<file path="config.mk">
export PLATFORM = sky130hd
export DESIGN_NAME = div_result_collector_flat
export DESIGN_NICKNAME = d
export VERILOG_FILES = /design/src/rtl/div_pkg.sv /design/src/rtl/div_result_collector_if.sv /design/src/rtl/div_result_fifo.sv /design/src/rtl/div_result_collector.sv /design/src/flat_wrapper.sv
export SDC_FILE = /design/constraint.sdc
export NUM_CORES = 1
export LEC_CHECK = 0
export ABC_AREA = 0
export CAP_MARGIN = 20
export CORE_MARGIN = 2
export CORE_UTILIZATION = 59
export CTS_BUF_LIST = sky130_fd_sc_hd__clkbuf_4
export DETAILED_ROUTE_END_ITERATION = 8
export GPL_TIMING_DRIVEN = 0
export PLACE_DENSITY = 0.82
export SYNTH_ARGS = -nofsm -noshare
export SYNTH_HDL_FRONTEND = slang
export SYNTH_SLANG_ARGS = --single-unit
</file>
<file path="constraint.sdc">
create_clock -name clk -period 3.5 [get_ports clk]
set_input_delay 0.35 -clock clk [delete_from_list [all_inputs] [get_ports clk]]
set_output_delay 0.35 -clock clk [all_outputs]
set_load 0.005 [all_outputs]
</file>
<file path="src/rtl/div_pkg.sv">
// Shared types and constants for the pipelined restoring divider output stage.
package div_pkg;

    localparam int DIV_N  = 16;
    localparam int DIV_M  = 10;
    localparam int DIV_TW = 4;

    function automatic int qw_of(input int n, input int m);
        return n - m + 1;
    endfunction

    localparam int DIV_QW = qw_of(DIV_N, DIV_M);

    typedef struct packed {
        logic              valid;
        logic [DIV_TW-1:0] tag;
        logic              neg_q;
        logic              neg_r;
        logic              dbz;
    } div_sb_t;

    typedef struct packed {
        logic [DIV_QW-1:0] quotient;
        logic [DIV_M-1:0]  remainder;
        logic [DIV_TW-1:0] tag;
        logic              dbz;
    } div_entry_t;

    localparam logic [DIV_QW-1:0] DBZ_QUOTIENT = '1;

endpackage

</file>
<file path="src/rtl/div_result_collector_if.sv">
// Request, divider-tail and result ports of the divider output stage.
interface div_result_collector_if
    import div_pkg::*;
#(
    parameter int QW = DIV_QW,
    parameter int M  = DIV_M,
    parameter int TW = DIV_TW
);
    logic          in_valid;
    logic [TW-1:0] in_tag;
    logic          in_neg_q;
    logic          in_neg_r;
    logic          in_dbz;
    logic          issue_ok;
    logic          pipe_rdy;
    logic [QW-1:0] pipe_quotient;
    logic [M-1:0]  pipe_remainder;
    logic          out_valid;
    logic          out_ready;
    logic [QW-1:0] out_quotient;
    logic [M-1:0]  out_remainder;
    logic [TW-1:0] out_tag;
    logic          out_dbz;
    logic          align_err;

    modport master (
        output in_valid, in_tag, in_neg_q, in_neg_r, in_dbz,
        output pipe_rdy, pipe_quotient, pipe_remainder, out_ready,
        input  issue_ok, out_valid, out_quotient, out_remainder, out_tag, out_dbz, align_err
    );

    modport slave (
        input  in_valid, in_tag, in_neg_q, in_neg_r, in_dbz,
        input  pipe_rdy, pipe_quotient, pipe_remainder, out_ready,
        output issue_ok, out_valid, out_quotient, out_remainder, out_tag, out_dbz, align_err
    );
endinterface

</file>
<file path="src/rtl/div_result_fifo.sv">
// Shift-style FWFT result FIFO; entry 0 is the registered head driving the outputs.
module div_result_fifo
    import div_pkg::*;
#(
    parameter int DEPTH = 4
) (
    input  logic                         clk,
    input  logic                         rstn,
    input  logic                         push,
    input  div_entry_t                   wdata,
    input  logic                         pop,
    output div_entry_t                   head,
    output logic                         head_valid,
    output logic [$clog2(DEPTH+1)-1:0]   count
);
    localparam int CW = $clog2(DEPTH+1);

    div_entry_t    mem [DEPTH];
    logic [CW-1:0] cnt;
    logic [CW-1:0] wr_idx;
    logic          pop_ok;

    assign pop_ok = pop & (cnt != '0);
    // When popping, the whole array shifts down, so the new entry lands one slot lower.
    assign wr_idx = pop_ok ? cnt - 1'b1 : cnt;

    always_ff @(posedge clk or negedge rstn) begin
        if (!rstn) begin
            for (int i = 0; i < DEPTH; i++) mem[i] <= '0;
            cnt <= '0;
        end else begin
            for (int i = 0; i < DEPTH; i++) begin
                if (pop_ok && i < DEPTH-1) mem[i] <= mem[i+1];
                if (push && wr_idx == CW'(i)) mem[i] <= wdata;
            end
            cnt <= cnt + CW'(push) - CW'(pop_ok);
        end
    end

    assign head       = mem[0];
    assign head_valid = (cnt != '0);
    assign count      = cnt;

endmodule

</file>
<file path="src/rtl/div_result_collector.sv">
// Divider output stage: sideband delay line, sign/dbz correction, credit-based FIFO.
// Build option DIV_COLLECT_SIGN_EN enables quotient/remainder sign correction.
module div_result_collector
    import div_pkg::*;
#(
    parameter int N     = DIV_N,
    parameter int M     = DIV_M,
    parameter int LAT   = N - M + 1,
    parameter int DEPTH = 4,
    parameter int TW    = DIV_TW
) (
    input  logic                  clk,
    input  logic                  rstn,
    div_result_collector_if.slave bus
);
    localparam int QW = qw_of(N, M);
    localparam int CW = $clog2(DEPTH+1);
    localparam logic [CW:0] DEPTH_W = (CW+1)'(DEPTH);

    div_sb_t       dl [LAT];
    div_sb_t       sb_in;
    div_sb_t       sb_tail;
    logic          accept;
    logic          sb_v;
    logic          pop;
    logic          head_valid;
    logic [CW-1:0] inflight;
    logic [CW-1:0] fifo_count;
    logic [CW:0]   credit_used;
    logic [QW-1:0] q_corr;
    logic [M-1:0]  r_corr;
    logic [TW-1:0] tail_tag;
    div_entry_t    wr_entry;
    div_entry_t    head;
    logic          align_err_q;

    assign accept = bus.in_valid & bus.issue_ok;

    always_comb begin
        sb_in       = '0;
        sb_in.valid = accept;
        sb_in.tag   = bus.in_tag;
        sb_in.dbz   = bus.in_dbz;
`ifdef DIV_COLLECT_SIGN_EN
        sb_in.neg_q = bus.in_neg_q;
        sb_in.neg_r = bus.in_neg_r;
`endif
    end

    always_ff @(posedge clk or negedge rstn) begin
        if (!rstn) begin
            for (int i = 0; i < LAT; i++) dl[i] <= '0;
        end else begin
            dl[0] <= sb_in;
            for (int i = 1; i < LAT; i++) dl[i] <= dl[i-1];
        end
    end

    assign sb_tail  = dl[LAT-1];
    assign sb_v     = sb_tail.valid;
    assign tail_tag = sb_tail.tag;

    always_comb begin
        q_corr = bus.pipe_quotient;
        r_corr = bus.pipe_remainder;
`ifdef DIV_COLLECT_SIGN_EN
        if (sb_tail.neg_q) q_corr = -bus.pipe_quotient;
        if (sb_tail.neg_r) r_corr = -bus.pipe_remainder;
`endif
        // Divide-by-zero: saturate the quotient, pass the remainder through unsigned.
        if (sb_tail.dbz) begin
            q_corr = DBZ_QUOTIENT;
            r_corr = bus.pipe_remainder;
        end
    end

    always_comb begin
        wr_entry           = '0;
        wr_entry.quotient  = q_corr;
        wr_entry.remainder = r_corr;
        wr_entry.tag       = tail_tag;
        wr_entry.dbz       = sb_tail.dbz;
    end

    // A slot stays reserved from issue until it is popped; sb_v only moves it into the FIFO.
    always_ff @(posedge clk or negedge rstn) begin
        if (!rstn) begin
            inflight <= '0;
        end else begin
            case ({accept, sb_v})
                2'b10:   inflight <= inflight + 1'b1;
                2'b01:   inflight <= inflight - 1'b1;
                default: inflight <= inflight;
            endcase
        end
    end

    assign credit_used  = {1'b0, fifo_count} + {1'b0, inflight};
    assign bus.issue_ok = (credit_used < DEPTH_W);

    always_ff @(posedge clk or negedge rstn) begin
        if (!rstn)                      align_err_q <= 1'b0;
        else if (bus.pipe_rdy != sb_v)  align_err_q <= 1'b1;
    end

    assign bus.align_err = align_err_q;
    assign pop           = head_valid & bus.out_ready;

    div_result_fifo #(.DEPTH(DEPTH)) u_fifo (
        .clk        (clk),
        .rstn       (rstn),
        .push       (sb_v),
        .wdata      (wr_entry),
        .pop        (pop),
        .head       (head),
        .head_valid (head_valid),
        .count      (fifo_count)
    );

    assign bus.out_valid     = head_valid;
    assign bus.out_quotient  = head.quotient;
    assign bus.out_remainder = head.remainder;
    assign bus.out_tag       = head.tag;
    assign bus.out_dbz       = head.dbz;

endmodule

</file>
<file path="src/flat_wrapper.sv">
// flat-port wrapper written by rule: the top's interface ports become plain ports
module div_result_collector_flat import div_pkg::*;
#(
    parameter int N     = DIV_N,
    parameter int M     = DIV_M,
    parameter int LAT   = N - M + 1,
    parameter int DEPTH = 4,
    parameter int TW    = DIV_TW
)
  (clk, rstn, bus_in_valid, bus_in_tag, bus_in_neg_q, bus_in_neg_r, bus_in_dbz, bus_pipe_rdy, bus_pipe_quotient, bus_pipe_remainder, bus_out_ready, bus_issue_ok, bus_out_valid, bus_out_quotient, bus_out_remainder, bus_out_tag, bus_out_dbz, bus_align_err);
  div_result_collector_if #(.M(M), .TW(TW)) bus_i ();
  input  logic clk;
  input  logic rstn;
  input wire logic [$bits(bus_i.in_valid)-1:0] bus_in_valid;
  input wire logic [$bits(bus_i.in_tag)-1:0] bus_in_tag;
  input wire logic [$bits(bus_i.in_neg_q)-1:0] bus_in_neg_q;
  input wire logic [$bits(bus_i.in_neg_r)-1:0] bus_in_neg_r;
  input wire logic [$bits(bus_i.in_dbz)-1:0] bus_in_dbz;
  input wire logic [$bits(bus_i.pipe_rdy)-1:0] bus_pipe_rdy;
  input wire logic [$bits(bus_i.pipe_quotient)-1:0] bus_pipe_quotient;
  input wire logic [$bits(bus_i.pipe_remainder)-1:0] bus_pipe_remainder;
  input wire logic [$bits(bus_i.out_ready)-1:0] bus_out_ready;
  output wire logic [$bits(bus_i.issue_ok)-1:0] bus_issue_ok;
  output wire logic [$bits(bus_i.out_valid)-1:0] bus_out_valid;
  output wire logic [$bits(bus_i.out_quotient)-1:0] bus_out_quotient;
  output wire logic [$bits(bus_i.out_remainder)-1:0] bus_out_remainder;
  output wire logic [$bits(bus_i.out_tag)-1:0] bus_out_tag;
  output wire logic [$bits(bus_i.out_dbz)-1:0] bus_out_dbz;
  output wire logic [$bits(bus_i.align_err)-1:0] bus_align_err;
  assign bus_i.in_valid = bus_in_valid;
  assign bus_i.in_tag = bus_in_tag;
  assign bus_i.in_neg_q = bus_in_neg_q;
  assign bus_i.in_neg_r = bus_in_neg_r;
  assign bus_i.in_dbz = bus_in_dbz;
  assign bus_i.pipe_rdy = bus_pipe_rdy;
  assign bus_i.pipe_quotient = bus_pipe_quotient;
  assign bus_i.pipe_remainder = bus_pipe_remainder;
  assign bus_i.out_ready = bus_out_ready;
  assign bus_issue_ok = bus_i.issue_ok;
  assign bus_out_valid = bus_i.out_valid;
  assign bus_out_quotient = bus_i.out_quotient;
  assign bus_out_remainder = bus_i.out_remainder;
  assign bus_out_tag = bus_i.out_tag;
  assign bus_out_dbz = bus_i.out_dbz;
  assign bus_align_err = bus_i.align_err;
  div_result_collector #(.N(N), .M(M), .LAT(LAT), .DEPTH(DEPTH), .TW(TW)) u_core (.clk(clk), .rstn(rstn), .bus(bus_i));
endmodule
</file>
After elaboration in Yosys (flattened, before gate mapping)
Cells that the tools add are included.

cells by class
  muxes and demuxes = 9
  bitwise operators = 3
  equality and inequality tests = 6
  $lt $le $gt $ge = 1
  reductions and logical operators = 10
  add/subtract/negate cells = 6

operators by type and width
  operator             count
  $mux 22              6
  $reduce_bool 2->1    4
  $mux 7               1
  $eq 3x2->1 const B   2
  $pmux 3 s2           1
  $sub 3x1->3 const B  2
  $add 3x3->4          1
  $logic_and 1x1->1    4
  $lt 4x3->1 const B   1
  $add 3x1->3          1
  $add 3x1->3 const B  1
  $and 1x1->1          3
  $eq 3x1->1 const B   1
  $logic_not 3->1      1
  $mux 3               1
  $reduce_bool 3->1    1
  $sub 3x1->3          1
  $eq 2x1->1 const B   1
  $eq 2x2->1 const B   1
  $ne 1x1->1           1

word-level totals
  word-level logic and storage cells = 75
  input port bits = 29
  output and inout bits = 25
  register bits = 137

Logic depth before layout (Yosys ltp)
  word-level depth = 7
  depth in mapped cells = 13
  depth with buffers taken out = 11

Cells and area by module
A second synthesis with hierarchy kept.

unflattened totals
  cells, all modules = 385
  area, all modules = 6133.4 um^2

by module, submodules not included
  module                cells an instance  times used  seq. area each (um^2)  area an instance (um^2)
  div_result_fifo       312                1           2277.2                 4767.1
  div_result_collector  73                 1           1151.1                 1366.3

Worst setup path after synthesis
Ideal clock, no wire load.

  path kind = register to register
  from = reg u_core.u_fifo.cnt[1] (netlist: u_core.u_fifo.count[1])
  to = reg u_core.u_fifo.cnt[2] (netlist: u_core.u_fifo.count[2])
  path slack = 0.888 ns
  path buffers = 2
  stages on the path, launching flop included = 14
  data required time = 3.373 ns
  data arrival time = 2.485 ns
  period minus slack after synthesis = 2.612 ns
  library setup time = 0.127 ns
  cell sequence = dfrtp_1 -> inv_1 -> ha_1 -> nand2b_2 -> buf_6 -> nand2_1 -> inv_1 -> buf_2 -> ha_1 -> inv_1 -> ha_1 -> fa_1 -> xor2_1 -> xnor2_1

on the way
  longest elaborated chain between the ends = 4
  elaborated cells between the ends (all ways) = 5
  classes of those cells = add/sub: 2; bitwise: 2; reduce/logical: 1

ends and longest elaborated chain
  element                   RTL line                     text
  start: declaration        div_result_fifo.sv:19        logic [CW-1:0] cnt;
  start signal: assignment  div_result_fifo.sv:36        cnt <= cnt + CW'(push) - CW'(pop_ok);
  $reduce_bool 3->1 *       div_result_fifo.sv:41        assign head_valid = (cnt != '0);
  net bus_out_valid         flat_wrapper.sv:24           output wire logic [$bits(bus_i.out_valid)-1:0] bus_out_valid;
  $and 1x1->1               div_result_collector.sv:107  assign pop = head_valid & bus.out_ready;
  $and 1x1->1 *             div_result_fifo.sv:23        assign pop_ok = pop & (cnt != '0);
  $sub 3x1->3 *             div_result_fifo.sv:36

The timed path passes the listed nets; every way through them passes the cells marked *.
A chain may end at the register's enable or synchronous reset.

Worst setup path after layout
  from = reg u_core.u_fifo.cnt[1] (netlist: u_core.u_fifo.count[1])
  to = reg u_core.u_fifo.cnt[2] (netlist: u_core.u_fifo.count[2])

on the way
  longest elaborated chain between the ends = 4
  elaborated cells between the ends (all ways) = 5
  classes of those cells = add/sub: 2; bitwise: 2; reduce/logical: 1

ends and longest elaborated chain
  element                                                              RTL line
  parallel branches: the longest is 3 deep, another holds $add 3x1->3  --
  $sub 3x1->3 *                                                        div_result_fifo.sv:36

Every way passes the cells marked *.

==> key figures <==
Status
  • Status: complete, no violations

Detailed routing
  • Average wire per standard cell: roughly 16 um
  • Total Wirelength: 11500 um
  • DRT antenna net count: 0
  • Drc violations: 0
  • Vias per Instance: between 5 and 6
  • Iter 0 DRT Violations: approximately 220
  • Drt first pass iters: 4
  • Vias: ~3800

Die
  • I/O pins: 54
  • Die ar.: 10800 um2
  • Initial Util: 0.608
  • Die width: approximately 100 um
  • Num rows: 36
  • Die Y-Extent: approximately 100 um
  • Core area: 9730 um2

Pwr
  • NetSw: 1740 uW
  • Comb pwr share: 0.354
  • Leakage power: ~0.0032 uW
  • Pwr Density: 768 nW/um2
  • Max VDD drop: approximately 0.58 mV
  • Clk pwr share: 0.195
  • Seq pwr share: 0.451
  • Pint: between 3000 and 4000 uW
  • Switching Fraction: 0.328

Critical path
  • Crit-path max cell delay: roughly 460 ps
  • Critical Path RT: slightly below 4000 ps
  • Cell class contributing the biggest share of worst-path delay: adder cells
  • CP Max Fanout: 10
  • Crit path cell chain: inv_1, ha_1, nand2b_2, buf_6, nand2_1, inv_1, buf_2, ha_1, inv_1, ha_1, fa_1, xor2_1, xnor2_1
  • Slowest-stage cell, CP: dfrtp_1
  • Crit path launch type: flip-flop
  • Critical path arrival: around 3400 ps
  • Crit. End Element: flip-flop
  • Critical path type: flip-flop to flip-flop
  • CP Buf/Inv Count: 5

Cells and area
  • Antenna cells: 0
  • Layout area overhead: 17.0%
  • Finished Cell Area: approximately 7000 um2
  • Filler cells: 704
  • Util after Layout: 0.711
  • Share of cells above drive strength 1: 0.244
  • Fin nets: roughly 600

GRT
  • Global-route wire length before repair: approximately 19000 um
  • Pin count of the biggest net entering global routing: 75
  • Initial antenna violation count: 0
  • Number of global-route vias before repair: between 3000 and 4000
  • Overflow after GRT: 0
  • Total track usage: 0.231

Placed design
  • Port bufs: slightly above 50
  • HPWL Detailed: 7480 um
  • Placer Congestion: just under 0.8
  • Dpl cell area: 6620 um2

Logic synthesis
  • Post-Syn Area: approximately 6000 um2
  • Asr flop ratio synth: 1.00
  • Register area share after synthesis: 0.580
  • Synth area leaders: dfrtp_1 58%, mux2i_1 8.6%, mux2_2 5.7%
  • EDFF count, synth: 0
  • #FFs+latches synth: about 140
  • Post-synth top area cell: dfrtp_1
  • Synth Area per Inst: 12.2 um2
  • Count of different cell masters after synthesis: 38
  • Syn nets: 523
  • Commonest cells in the synthesized netlist: 137 x dfrtp_1, 75 x nand2_1, 51 x mux2i_1
  • Synthesized instance count: about 490
  • Syn. warnings: 0
  • Top_reg_cell synth: dfrtp_1
  • Count leader, synth: dfrtp_1
  • Synth top area share: 0.580

STA
  • Final Critical Period: between 2000 and 3000 ps
  • Final Hold Viols: 0
  • Final setup fails: 0
  • Slew Limit Headroom: 0.559
  • Skew final: 14.9 ps
  • Fmax achieved: 0.342 GHz
  • Final Cycle Share: 0.836
  • Worst hold slack: 230 ps
  • Worst-Margin Slew: roughly 660 ps
  • RSZ-0062 raised after global routing: false
  • Slew Limit Fails: 0

Flow run
  • Max-cap violations: 0

CTS
  • CTS tree: yes
  • Root Buffer: clkbuf_4
  • Clock sink count: between 100 and 150
  • Worst-path clk slew: between 100 and 150 ps
  • H-tree Lvls: 4
  • Post-cts sizing count: 0
  • Worst-Skew Late Latency: 550 ps
  • Total CTS buffers: 17
  • CTS Buffer Depth: 2

Min path
  • Hold Path Class: input pin to flip-flop
## flip-flops by register name (all words and copies together), names as in the netlist
register,cells
u_core.tail_tag,4
u_core.bus.align_err,1
u_core.sb_v,1
u_core.u_fifo.count,3
u_core.u_fifo.head,22
u_core.inflight,3
u_core.u_fifo.mem,66
u_core.dl,37
## layer usage
metal / vias to the layer above / track usage / wire (um)
met5: - / 0 / 0
met4: 0 / 0.0965 / 249
met3: 23 / 0.0658 / 506
met2: 82 / 0.367 / 5710
met1: 1915 / 0.301 / 5030
li1: 1770 / - / -
## timing repair
action	CTS	global route
hold endpoints to repair	63	0
hold buffers	1	0
buffers inserted	0	0
endpoints found under the setup margin	0	0
## final timing paths
kind / startpoint / to / slack, ps / depth (start not counted)
max: u_core.u_fifo.count[1] / u_core.u_fifo.count[2] / 580 / 13
min: bus_in_tag[1] / u_core.dl[52] / 230 / 1
max reg2reg: u_core.u_fifo.count[1] / u_core.u_fifo.count[2] / 580 / 13
min reg2reg: u_core.dl[19] / u_core.dl[11] / 360 / 0
max in group asynchronous: rstn / u_core.u_fifo.head[13] / 2410 / 3
min in group asynchronous: rstn / u_core.dl[48] / 340 / 2
## worst reg2reg max path, stage by stage (launching register included)
cell,delay [ps]
dfrtp_1,460
inv_1,150
ha_1,260
nand2b_2,110
buf_6,160
nand2_1,130
inv_1,100
buf_2,240
ha_1,320
inv_1,40
ha_1,180
fa_1,380
xor2_1,160
xnor2_1,120
## layout by cell type (no fill, tap or decap), drive strengths merged, types with 20 or more instances in the layout
master,count
clkbuf,20
mux2i,51
clkdlybuf4s50,50
nand2,78
mux2,30
buf,47
o21ai,47
dfrtp,137
inv,21
## stage by stage
stage	setup slack, ps	total power, uW	cells	setup TNS, ps
after floorplan	888	3670	485	0
after global placement	-3030	4200	669	-413950
after detailed placement	435	4310	670	0
after CTS	553	5360	703	0
after global routing	405	5670	703	0
final	575	5310	703	0
## power groups by stage
stage	logic, uW	clock network [uW]	registers, uW
final	1880	1040	2390
after global routing	2080	1130	2450
after floorplan	1340	0	2330
after detailed placement	1890	0	2420
after global placement	1800	0	2400
after CTS	1900	1070	2390
## final cells by class
class                           count  area, um2  area share
Buffer                             46        345      0.0499
Multi-Input combinational cell    284       2070       0.300
Sequential cell                   137       3430       0.496
Timing Repair Buffer               53        549      0.0794
Tap cell                          133        166      0.0241
Clock inverter                     13        146      0.0212
Clock buffer                       19        143      0.0206
Inverter                           18       67.6     0.00977
## cells by family after synthesis
group,synth area share
flip-flops,0.580
AO/OA/AOI/OAI,0.0918
AND/OR/NAND/NOR,0.0846
XOR/XNOR,0.00889
adder cells (fa/ha/maj),0.0216
buffers and inverters,0.0698
multiplexers,0.143
No activity file was read; power rests on OpenSTA's default activity.
